## config.mk

```make
export PLATFORM = sky130hd
export DESIGN_NAME = mips_muldiv_unit
export DESIGN_NICKNAME = d
export VERILOG_FILES = /design/src/rtl/mips_pkg.sv /design/src/rtl/mips_muldiv_unit_addsub.sv /design/src/rtl/mips_muldiv_unit.sv
export SDC_FILE = /design/constraint.sdc
export NUM_CORES = 1
export LEC_CHECK = 0
export CAP_MARGIN = 15
export CORE_MARGIN = 3
export CORE_UTILIZATION = 31
export CTS_BUF_LIST = sky130_fd_sc_hd__clkbuf_4 sky130_fd_sc_hd__clkbuf_8
export DETAILED_ROUTE_END_ITERATION = 8
export PLACE_DENSITY = 0.51
export SYNTH_ARGS = -nofsm -noshare
export SYNTH_HDL_FRONTEND = slang
export SYNTH_HIERARCHICAL = 1
export SYNTH_SLANG_ARGS = --single-unit
```

## constraint.sdc

```tcl
create_clock -name clk -period 15.95 [get_ports clk]
set_input_delay 4.785 -clock clk [delete_from_list [all_inputs] [get_ports clk]]
set_output_delay 4.785 -clock clk [all_outputs]
set_load 0.01 [all_outputs]
```

## src/rtl/mips_pkg.sv

```systemverilog
// Shared encodings for the MIPS multiply/divide path: op codes and FSM states.
package mips_pkg;

    localparam logic [1:0] MD_MULT  = 2'b00;
    localparam logic [1:0] MD_MULTU = 2'b01;
    localparam logic [1:0] MD_DIV   = 2'b10;
    localparam logic [1:0] MD_DIVU  = 2'b11;

    typedef enum logic [1:0] {
        MD_IDLE = 2'b00,
        MD_CALC = 2'b01,
        MD_FIX  = 2'b10
    } md_state_t;

    function automatic logic md_is_signed(input logic [1:0] op);
        return ~op[0];
    endfunction

    function automatic logic md_is_div(input logic [1:0] op);
        return op[1];
    endfunction

endpackage

```

## src/rtl/mips_muldiv_unit_addsub.sv

```systemverilog
// Adder/subtractor: o_sum = i_x + (i_sub ? ~i_y : i_y) + i_cin, with carry out.
// Combinational, no backpressure.
module muldiv_addsub #(
    parameter int W = 33
) (
    input  logic [W-1:0] i_x,
    input  logic [W-1:0] i_y,
    input  logic         i_sub,
    input  logic         i_cin,
    output logic [W-1:0] o_sum,
    output logic         o_cout
);

    logic [W-1:0] w_y;

    assign w_y = i_sub ? ~i_y : i_y;
    assign {o_cout, o_sum} = {1'b0, i_x} + {1'b0, w_y} + {{W{1'b0}}, i_cin};

endmodule

```

## src/rtl/mips_muldiv_unit.sv

```systemverilog
// Iterative radix-2 mult/multu/div/divu unit with HI/LO registers; WIDTH+1 busy cycles, done pulse after.
// start/mthi/mtlo are ignored while busy. MULDIV_DIVZERO_EN: divide-by-zero skips CALC and pulses div0.
module mips_muldiv_unit
    import mips_pkg::*;
#(
    parameter int WIDTH = 32,
    parameter int CNT_W = 6
) (
    input  logic             clk,
    input  logic             reset,
    input  logic             start,
    input  logic [1:0]       op,
    input  logic [WIDTH-1:0] a,
    input  logic [WIDTH-1:0] b,
    input  logic             hi_we,
    input  logic             lo_we,
    input  logic [WIDTH-1:0] wd,
    output logic             busy,
    output logic             done,
`ifdef MULDIV_DIVZERO_EN
    output logic             div0,
`endif
    output logic [WIDTH-1:0] hi,
    output logic [WIDTH-1:0] lo
);

    md_state_t          r_state, w_next;
    logic [CNT_W-1:0]   r_cnt;
    logic [2*WIDTH-1:0] r_acc;
    logic [WIDTH-1:0]   r_m;
    logic [1:0]         r_op;
    logic               r_neg_q, r_neg_r, r_done;
    logic [WIDTH-1:0]   r_hi, r_lo;

    logic [WIDTH-1:0]   w_upper, w_lower, w_abs_a, w_abs_b;
    logic [WIDTH:0]     w_hx, w_hy, w_hsum;
    logic               w_hsub, w_hcin, w_hcout;
    logic [WIDTH-1:0]   w_ly, w_lsum;
    logic               w_lcout, w_dz;

    assign w_upper = r_acc[2*WIDTH-1:WIDTH];
    assign w_lower = r_acc[WIDTH-1:0];

`ifdef MULDIV_DIVZERO_EN
    logic r_dz;
    assign w_dz = md_is_div(op) && (b == '0);
    assign div0 = r_done & r_dz;
`else
    assign w_dz = 1'b0;
`endif

    // u_hi: negates a at accept, runs the add/subtract step in CALC, negates the upper word in FIX.
    // u_lo: negates b at accept and the lower word in FIX; its carry marks lower==0 for the 64-bit negate.
    always_comb begin
        w_hx   = '0;
        w_hy   = {1'b0, a};
        w_hsub = 1'b1;
        w_hcin = 1'b1;
        case (r_state)
            MD_CALC: begin
                if (md_is_div(r_op)) begin
                    w_hx = {w_upper, w_lower[WIDTH-1]};
                    w_hy = {1'b0, r_m};
                end else begin
                    w_hx   = {1'b0, w_upper};
                    w_hy   = w_lower[0] ? {1'b0, r_m} : '0;
                    w_hsub = 1'b0;
                    w_hcin = 1'b0;
                end
            end
            MD_FIX: begin
                w_hy   = {1'b0, w_upper};
                w_hcin = md_is_div(r_op) ? 1'b1 : w_lcout;
            end
            default: ;
        endcase
    end

    assign w_ly = (r_state == MD_IDLE) ? b : w_lower;

    muldiv_addsub #(.W(WIDTH + 1)) u_hi (
        .i_x(w_hx), .i_y(w_hy), .i_sub(w_hsub), .i_cin(w_hcin), .o_sum(w_hsum), .o_cout(w_hcout)
    );

    muldiv_addsub #(.W(WIDTH)) u_lo (
        .i_x('0), .i_y(w_ly), .i_sub(1'b1), .i_cin(1'b1), .o_sum(w_lsum), .o_cout(w_lcout)
    );

    assign w_abs_a = (md_is_signed(op) && a[WIDTH-1]) ? w_hsum[WIDTH-1:0] : a;
    assign w_abs_b = (md_is_signed(op) && b[WIDTH-1]) ? w_lsum : b;

    always_ff @(posedge clk) begin
        if (reset) r_state <= MD_IDLE;
        else       r_state <= w_next;
    end

    always_comb begin
        w_next = r_state;
        case (r_state)
            MD_IDLE: if (start) w_next = w_dz ? MD_FIX : MD_CALC;
            MD_CALC: if (r_cnt == '0) w_next = MD_FIX;
            MD_FIX:  w_next = MD_IDLE;
            default: w_next = MD_IDLE;
        endcase
    end

    always_ff @(posedge clk) begin
        if (reset) begin
            r_cnt   <= '0;
            r_acc   <= '0;
            r_m     <= '0;
            r_op    <= MD_MULT;
            r_neg_q <= 1'b0;
            r_neg_r <= 1'b0;
            r_done  <= 1'b0;
            r_hi    <= '0;
            r_lo    <= '0;
`ifdef MULDIV_DIVZERO_EN
            r_dz    <= 1'b0;
`endif
        end else begin
            r_done <= (r_state == MD_FIX);
            case (r_state)
                MD_IDLE: begin
                    if (hi_we) r_hi <= wd;
                    if (lo_we) r_lo <= wd;
                    if (start) begin
                        r_op    <= op;
                        r_cnt   <= CNT_W'(WIDTH - 1);
                        r_neg_q <= md_is_signed(op) & (a[WIDTH-1] ^ b[WIDTH-1]) & ~w_dz;
                        r_neg_r <= md_is_signed(op) & a[WIDTH-1];
`ifdef MULDIV_DIVZERO_EN
                        r_dz    <= w_dz;
`endif
                        if (md_is_div(op)) begin
                            r_m   <= w_abs_b;
                            // a zero divisor goes straight to FIX with the result pre-formed
                            r_acc <= w_dz ? {w_abs_a, {WIDTH{1'b1}}} : {{WIDTH{1'b0}}, w_abs_a};
                        end else begin
                            r_m   <= w_abs_a;
                            r_acc <= {{WIDTH{1'b0}}, w_abs_b};
                        end
                    end
                end
                MD_CALC: begin
                    if (r_cnt != '0) r_cnt <= r_cnt - CNT_W'(1);
                    if (md_is_div(r_op))
                        r_acc <= {w_hcout ? w_hsum[WIDTH-1:0] : w_hx[WIDTH-1:0],
                                  w_lower[WIDTH-2:0], w_hcout};
                    else
                        r_acc <= {w_hsum, w_lower[WIDTH-1:1]};
                end
                MD_FIX: begin
                    r_hi <= (md_is_div(r_op) ? r_neg_r : r_neg_q) ? w_hsum[WIDTH-1:0] : w_upper;
                    r_lo <= r_neg_q ? w_lsum : w_lower;
                end
                default: ;
            endcase
        end
    end

    assign busy = (r_state != MD_IDLE);
    assign done = r_done;
    assign hi   = r_hi;
    assign lo   = r_lo;

endmodule

```

==> impl_metrics.py, run 1 <==
metrics = {
    "sta": {
        "slew-limit-headroom_pct": 29.2,
        "min_period_over_period_pct": 72.8,
        "grt_setup_unrepaired": "no",
        "period_minus_slack_ns": 11.61,
        "tns_ns": 0,
        "hold_viol_final": 0,
        "setup_viol": 0,
        "fmax_mhz": 86.1,
        "drv_slew": 0,
        "fin_skew_ns": 0.0234,
        "tightest_slew_ns": 1.06,
    },
    "grt": {
        "grt_first_pass_wirelength_mm": 84.5,
        "grt_start_max_net_pins": 81,
        "antenna_found_initial": 1,
        "grt_pass1_vias": 13900,
        "grt_usage_pct": 20.9,
        "overflow": 0,
    },
    "synth": {
        "synth-async-reset-ratio_pct": 0,
        "yosysTopAreaCellShare_pct": 22.7,
        "synth_top_area_cell": "dfxtp_1",
        "ys_seq_area_share_pct": 22.7,
        "synth_enable_flop_cells": 0,
        "syn_area_per_cell_um2": 8.17,
        "synth-seq-cells": 172,
        "synthFlopType": "dfxtp_1",
        "ys_warn_count": 6,
        "yosysUniqueCellTypes": 80,
        "synth_area_leaders": "dfxtp_1 (23%), mux2i_1 (11%), mux2_2 (7.1%)",
        "syn_area_um2": 15200,
        "netlist_instances": 1860,
    },
    "place": {
        "io_buffer_count": 168,
        "dp_hpwl_mm": 40.8,
        "gp_congestion": 0.917,
        "place_inst": 2541,
    },
    "clocking": {
        "clk_pin_slew_ns": 0.09,
        "htreeDepth": 4,
        "clockBufferDepth": 2,
        "root_buffer": "clkbuf_8",
        "postCtsHoldBufs": 0,
        "clkSinkCount": 172,
        "cts-buffers-inserted": 17,
        "cts_tree": "built",
        "cts_resized": 0,
        "post_cts_buffers": 0,
        "clk_latency_ns": 0.51,
    },
    "setup_path": {
        "startpoint": "b[0]",
        "r2r_start": "r_state[0]",
        "rrSetupSlack_ns": 7.88,
        "crit_fanout": 32,
        "reg2reg_to": "r_acc[46]",
        "cp.required_ns": 16.36,
        "rr_worst_depth": 29,
        "worstSetupEndpointType": "register",
        "startpoint_type": "input port",
        "crit_type": "in -> reg",
        "critPathArrivalTime_ns": 12.02,
    },
    "power": {
        "peakVddDrop_uv": 54.5,
        "cellPowerDensity_nw_per_um2": 135,
        "leakage_uw": 0.00669,
        "p_total_uw": 2400,
    },
    "die": {
        "core_um2": 48000,
        "row_count": 80,
        "chipWidth_um": 227,
        "start_util_pct": 31.6,
        "die_area_um2": 51700,
        "ioPinCount": 169,
        "die_h_um": 227,
    },
    "route": {
        "drc": 0,
        "post_drt_wl_per_cell_um": 21.5,
        "first_iter_violations": 1203,
        "drt_first_pass_iters": 5,
        "drt.antenna.violating_nets": 0,
        "drt-vias-per-instance": 5.64,
        "via_count": 14500,
        "wirelength_mm": 55.4,
    },
    "min_path": {
        "worstHoldPathCells": 1,
        "hold_class": "reg -> reg",
        "min-delay-start": "r_m[1]",
        "hold_end": "r_m[1]",
    },
    "cells_and_area": {
        "stdcell_count": 2575,
        "final_common_cell": "nor2_1",
        "fillers": 4981,
        "fin_util_pct": 37.0,
        "mostFrequentLayoutCells": "nor2_1 (197), dfxtp_1 (170), clkdlybuf4s50_1 (166), mux2i_1 (163), nand2_1 (154)",
        "nets": 2122,
        "area_growth_pct": 17.0,
        "layout-drive-gt1-share_pct": 11.4,
    },
    "outcome": {
        "status": "completed",
    },
    "run": {
        "maxCapViolCount": 0,
    },
}
critical path, cell delays in order:
cell and delay (ns):
clkdlybuf4s50_1 0.42, mux2_2 0.29, xnor2_1 0.14, fa_1 0.42, fa_1 0.44, nor2b_1 0.23, o31a_1 0.24, o211ai_1 0.14
a21oi_1 0.29, nor2_1 0.12, o21ai_0 0.30, a221o_1 0.25, a21oi_1 0.08, o21ai_0 0.46, fa_1 0.36, a21o_1 0.16
nand4_1 0.17, a2111oi_0 0.49, o21ai_0 0.22, a21oi_1 0.37, a21o_1 0.21, a31oi_1 0.10, a21oi_1 0.34, and3_1 0.20
buf_4 0.37, a221oi_1 0.14, a211oi_1 0.26
cell usage after synthesis, types with 8 or more instances:
library cell    n
nor2_1        201
dfxtp_1       172
mux2i_1       165
nand2_1       154
a21oi_1       139
mux2_2         96
clkbuf_1       90
xor2_1         87
a211oi_1       72
ha_1           68
a22o_1         63
nand3_1        48
buf_2          46
nor3_1         43
xnor2_1        38
a21o_1         35
o21ai_0        34
a221oi_1       32
a22oi_1        32
o22ai_1        32
a211oi_2       31
inv_1          22
a31oi_1        10
o21a_1          9
nand4_1         8
nor2b_1         8
sequential cells by signal, summed over array words and instances, names as in the netlist:
signal and flops:
done 1, hi 32, lo 32, r_acc 64
r_cnt 6, r_m 32, r_neg_q 1, r_neg_r 1
r_op 1, r_state 2
where the power goes:
group	internal, uW	switching (uW)	total [uW]	leakage [uW]
sequential	507	96.5	603	0.00142
clock	168	192	359	0.000223
combinational	567	866	1430	0.00505
layer usage:
layer | wire length [um] | vias up | global-route usage [%]
li1 | - | 7021 | -
met1 | 27600 | 7035 | 31.3
met2 | 23900 | 423 | 31.4
met3 | 2720 | 51 | 2.71
met4 | 1170 | 0 | 5.73
met5 | 0 | - | 0
kinds of logic (layout without fill, tap and decap cells):
family	count (synthesis)	after routing	share of synthesized area, %
simple gates	500	500	14.3
flops	172	172	22.7
other cells	2	37	0.0494
mux	263	263	18.2
fa+ha+maj	72	72	6.13
buf+inv	181	246	5.38
xor+xnor	125	125	7.20
compound gates	545	545	26.1
worst max-delay path by stage:
stage                            to  slack, ns  cells past startpoint
after floorplan           r_acc[30]       5.74                     26
after global placement    r_acc[60]       4.01                     27
after detailed placement  r_acc[59]       3.75                     27
after CTS                 r_acc[50]       4.25                     27
after global routing      r_acc[53]       3.80                     27
final                     r_acc[46]       4.34                     27
through the flow:
step / area [um^2] / hold slack [ns] / worst slack (ns)
after floorplan: 15300 / 0.450 / 5.74
after global placement: 17300 / 0.464 / 4.01
after detailed placement: 17300 / 0.466 / 3.75
after CTS: 17700 / 0.495 / 4.25
after global routing: 17800 / 0.511 / 3.80
final: 17800 / 0.493 / 4.34
area by class of cell:
class | count | area [um^2] | share of cell area, %
antenna | 1 | 2.50 | 0.0141
timing repair buffer | 192 | 1880 | 10.6
sequential | 172 | 3450 | 19.4
multi-input combinational | 1541 | 11100 | 62.7
clock inverter | 12 | 184 | 1.03
tap | 615 | 769 | 4.33
clock buffer | 19 | 262 | 1.47
inverter | 23 | 86.3 | 0.486
(Power assumes the default switching activity.)
==> run 2: changes to the inputs <==
==> constraint.sdc (replaced) <==
create_clock -name clk -period 11.7 [get_ports clk]
set_input_delay 3.51 -clock clk [delete_from_list [all_inputs] [get_ports clk]]
set_output_delay 3.51 -clock clk [all_outputs]
set_load 0.01 [all_outputs]
==> impl_metrics.py, run 2 (synthesis results as in run 1) <==
metrics = {
    "place": {
        "io_buffer_count": 168,
        "dp_hpwl_mm": 40.7,
        "place_inst": 2541,
        "gp_congestion": 0.917,
    },
    "min_path": {
        "min-delay-start": "r_m[1]",
        "hold_class": "reg -> reg",
    },
    "route": {
        "first_iter_violations": 1416,
        "drt-vias-per-instance": 5.64,
        "post_drt_wl_per_cell_um": 21.5,
        "drt_first_pass_iters": 7,
        "wirelength_mm": 55.3,
        "drc": 0,
        "drt.antenna.violating_nets": 0,
        "via_count": 14500,
    },
    "sta": {
        "setup_viol": 0,
        "period_minus_slack_ns": 10.33,
        "drv_slew": 0,
        "slew-limit-headroom_pct": 27.6,
        "grt_setup_unrepaired": "no",
        "fin_skew_ns": 0.0246,
        "tns_ns": 0,
        "tightest_slew_ns": 1.09,
        "hold_viol_final": 0,
        "fmax_mhz": 96.8,
        "min_period_over_period_pct": 88.3,
        "hold_slack_ns": 0.493,
    },
    "setup_path": {
        "worstSetupEndpointType": "register",
        "crit_end": "r_acc[59]",
        "cp_common_cell": "a21oi_1",
        "rrSetupSlack_ns": 3.64,
        "startpoint": "b[0]",
        "critPathArrivalTime_ns": 10.76,
        "cp.required_ns": 12.13,
        "crit_fanout": 32,
        "crit_type": "in -> reg",
        "cp_slowest_cell": "a2111oi_0",
        "reg2reg_to": "r_acc[59]",
        "startpoint_type": "input port",
        "r2r_start": "r_state[0]",
        "rr_worst_depth": 29,
        "critical-path-max-stage-delay_ns": 0.52,
    },
    "cells_and_area": {
        "area_growth_pct": 17.0,
        "fillers": 4952,
        "fin_util_pct": 37.0,
        "mostFrequentLayoutCells": "nor2_1 (197), dfxtp_1 (170), clkdlybuf4s50_1 (166), mux2i_1 (163), nand2_1 (154)",
        "nets": 2122,
        "final_common_cell": "nor2_1",
        "largest_register": "r_acc",
        "stdcell_count": 2575,
        "layout-drive-gt1-share_pct": 11.4,
        "largest_reg_flops": 64,
    },
    "die": {
        "start_util_pct": 31.6,
        "chipWidth_um": 227,
        "die_area_um2": 51700,
        "ioPinCount": 169,
        "core_um2": 48000,
        "row_count": 80,
        "die_h_um": 227,
    },
    "clocking": {
        "cts-buffers-inserted": 17,
        "postCtsHoldBufs": 0,
        "clkSinkCount": 172,
        "cts_resized": 0,
        "htreeDepth": 4,
        "root_buffer": "clkbuf_8",
        "cts_tree": "built",
        "clockBufferDepth": 2,
        "clk_pin_slew_ns": 0.11,
        "clk_latency_ns": 0.52,
        "post_cts_buffers": 0,
    },
    "power": {
        "peakVddDrop_uv": 99.1,
        "cellPowerDensity_nw_per_um2": 184,
        "leakage_uw": 0.00669,
    },
    "grt": {
        "grt_start_max_net_pins": 81,
        "grt_usage_pct": 20.9,
        "overflow": 0,
        "grt_first_pass_wirelength_mm": 84.6,
        "grt_pass1_vias": 13700,
        "antenna_found_initial": 1,
    },
    "run": {
        "maxCapViolCount": 0,
    },
    "outcome": {
        "status": "completed",
    },
}
[run 2: cell types whose count changed in the layout (fill, tap and decap cells not counted), sizes merged]
cell / delta
clkbuf: -1
clkinvlp: +1
clkinv: -2
inv: +2
[run 2: routing by layer]
metal  up-vias  GRT usage (%)  wire length [um]
met4         2           4.72               801
li1       7022              -                 -
met3        44           2.30              2280
met1      7079           31.6             28100
met5         -              0                11
met2       373           31.9             24100
[run 2: power by group]
part / internal [uW] / total, uW / switching, uW
Clock: 222 / 483 / 261
Combinational: 774 / 1960 / 1180
Sequential: 691 / 823 / 132
Total: 1690 / 3260 / 1570
[run 2: layout make-up]
class	count	area [um^2]	area share, %
Tap cell	615	769	4.33
Clock buffer	18	248	1.39
Timing Repair Buffer	192	1890	10.7
Sequential cell	172	3450	19.4
Antenna cell	1	2.50	0.0141
Inverter	23	86.3	0.486
Multi-Input combinational cell	1541	11100	62.7
Clock inverter	13	183	1.03
[run 2: how the worst min path moves through the flow]
stage,endpoint,depth (start not counted)
after floorplan,r_m[0],1
after global placement,r_m[0],1
after detailed placement,hi[26],1
after CTS,r_m[23],1
after global routing,r_m[13],1
final,r_m[1],1
[run 2: stage by stage]
step | setup WS [ns] | power [uW] | cell area [um^2]
after floorplan | 2.76 | 2190 | 15300
after global placement | 1.04 | 2710 | 17300
after detailed placement | 0.782 | 2720 | 17300
after CTS | 1.30 | 3220 | 17700
after global routing | 0.838 | 3480 | 17800
final | 1.37 | 3260 | 17800
[run 2: critical path: cells and delay by family]
kind	cells	cell delay, ns
AO/OA/AOI/OAI	16	4.09
XOR/XNOR	1	0.14
adder cells (fa/ha/maj)	3	1.23
buffers and inverters	2	0.80
multiplexers	1	0.28
AND/OR/NAND/NOR	4	0.71
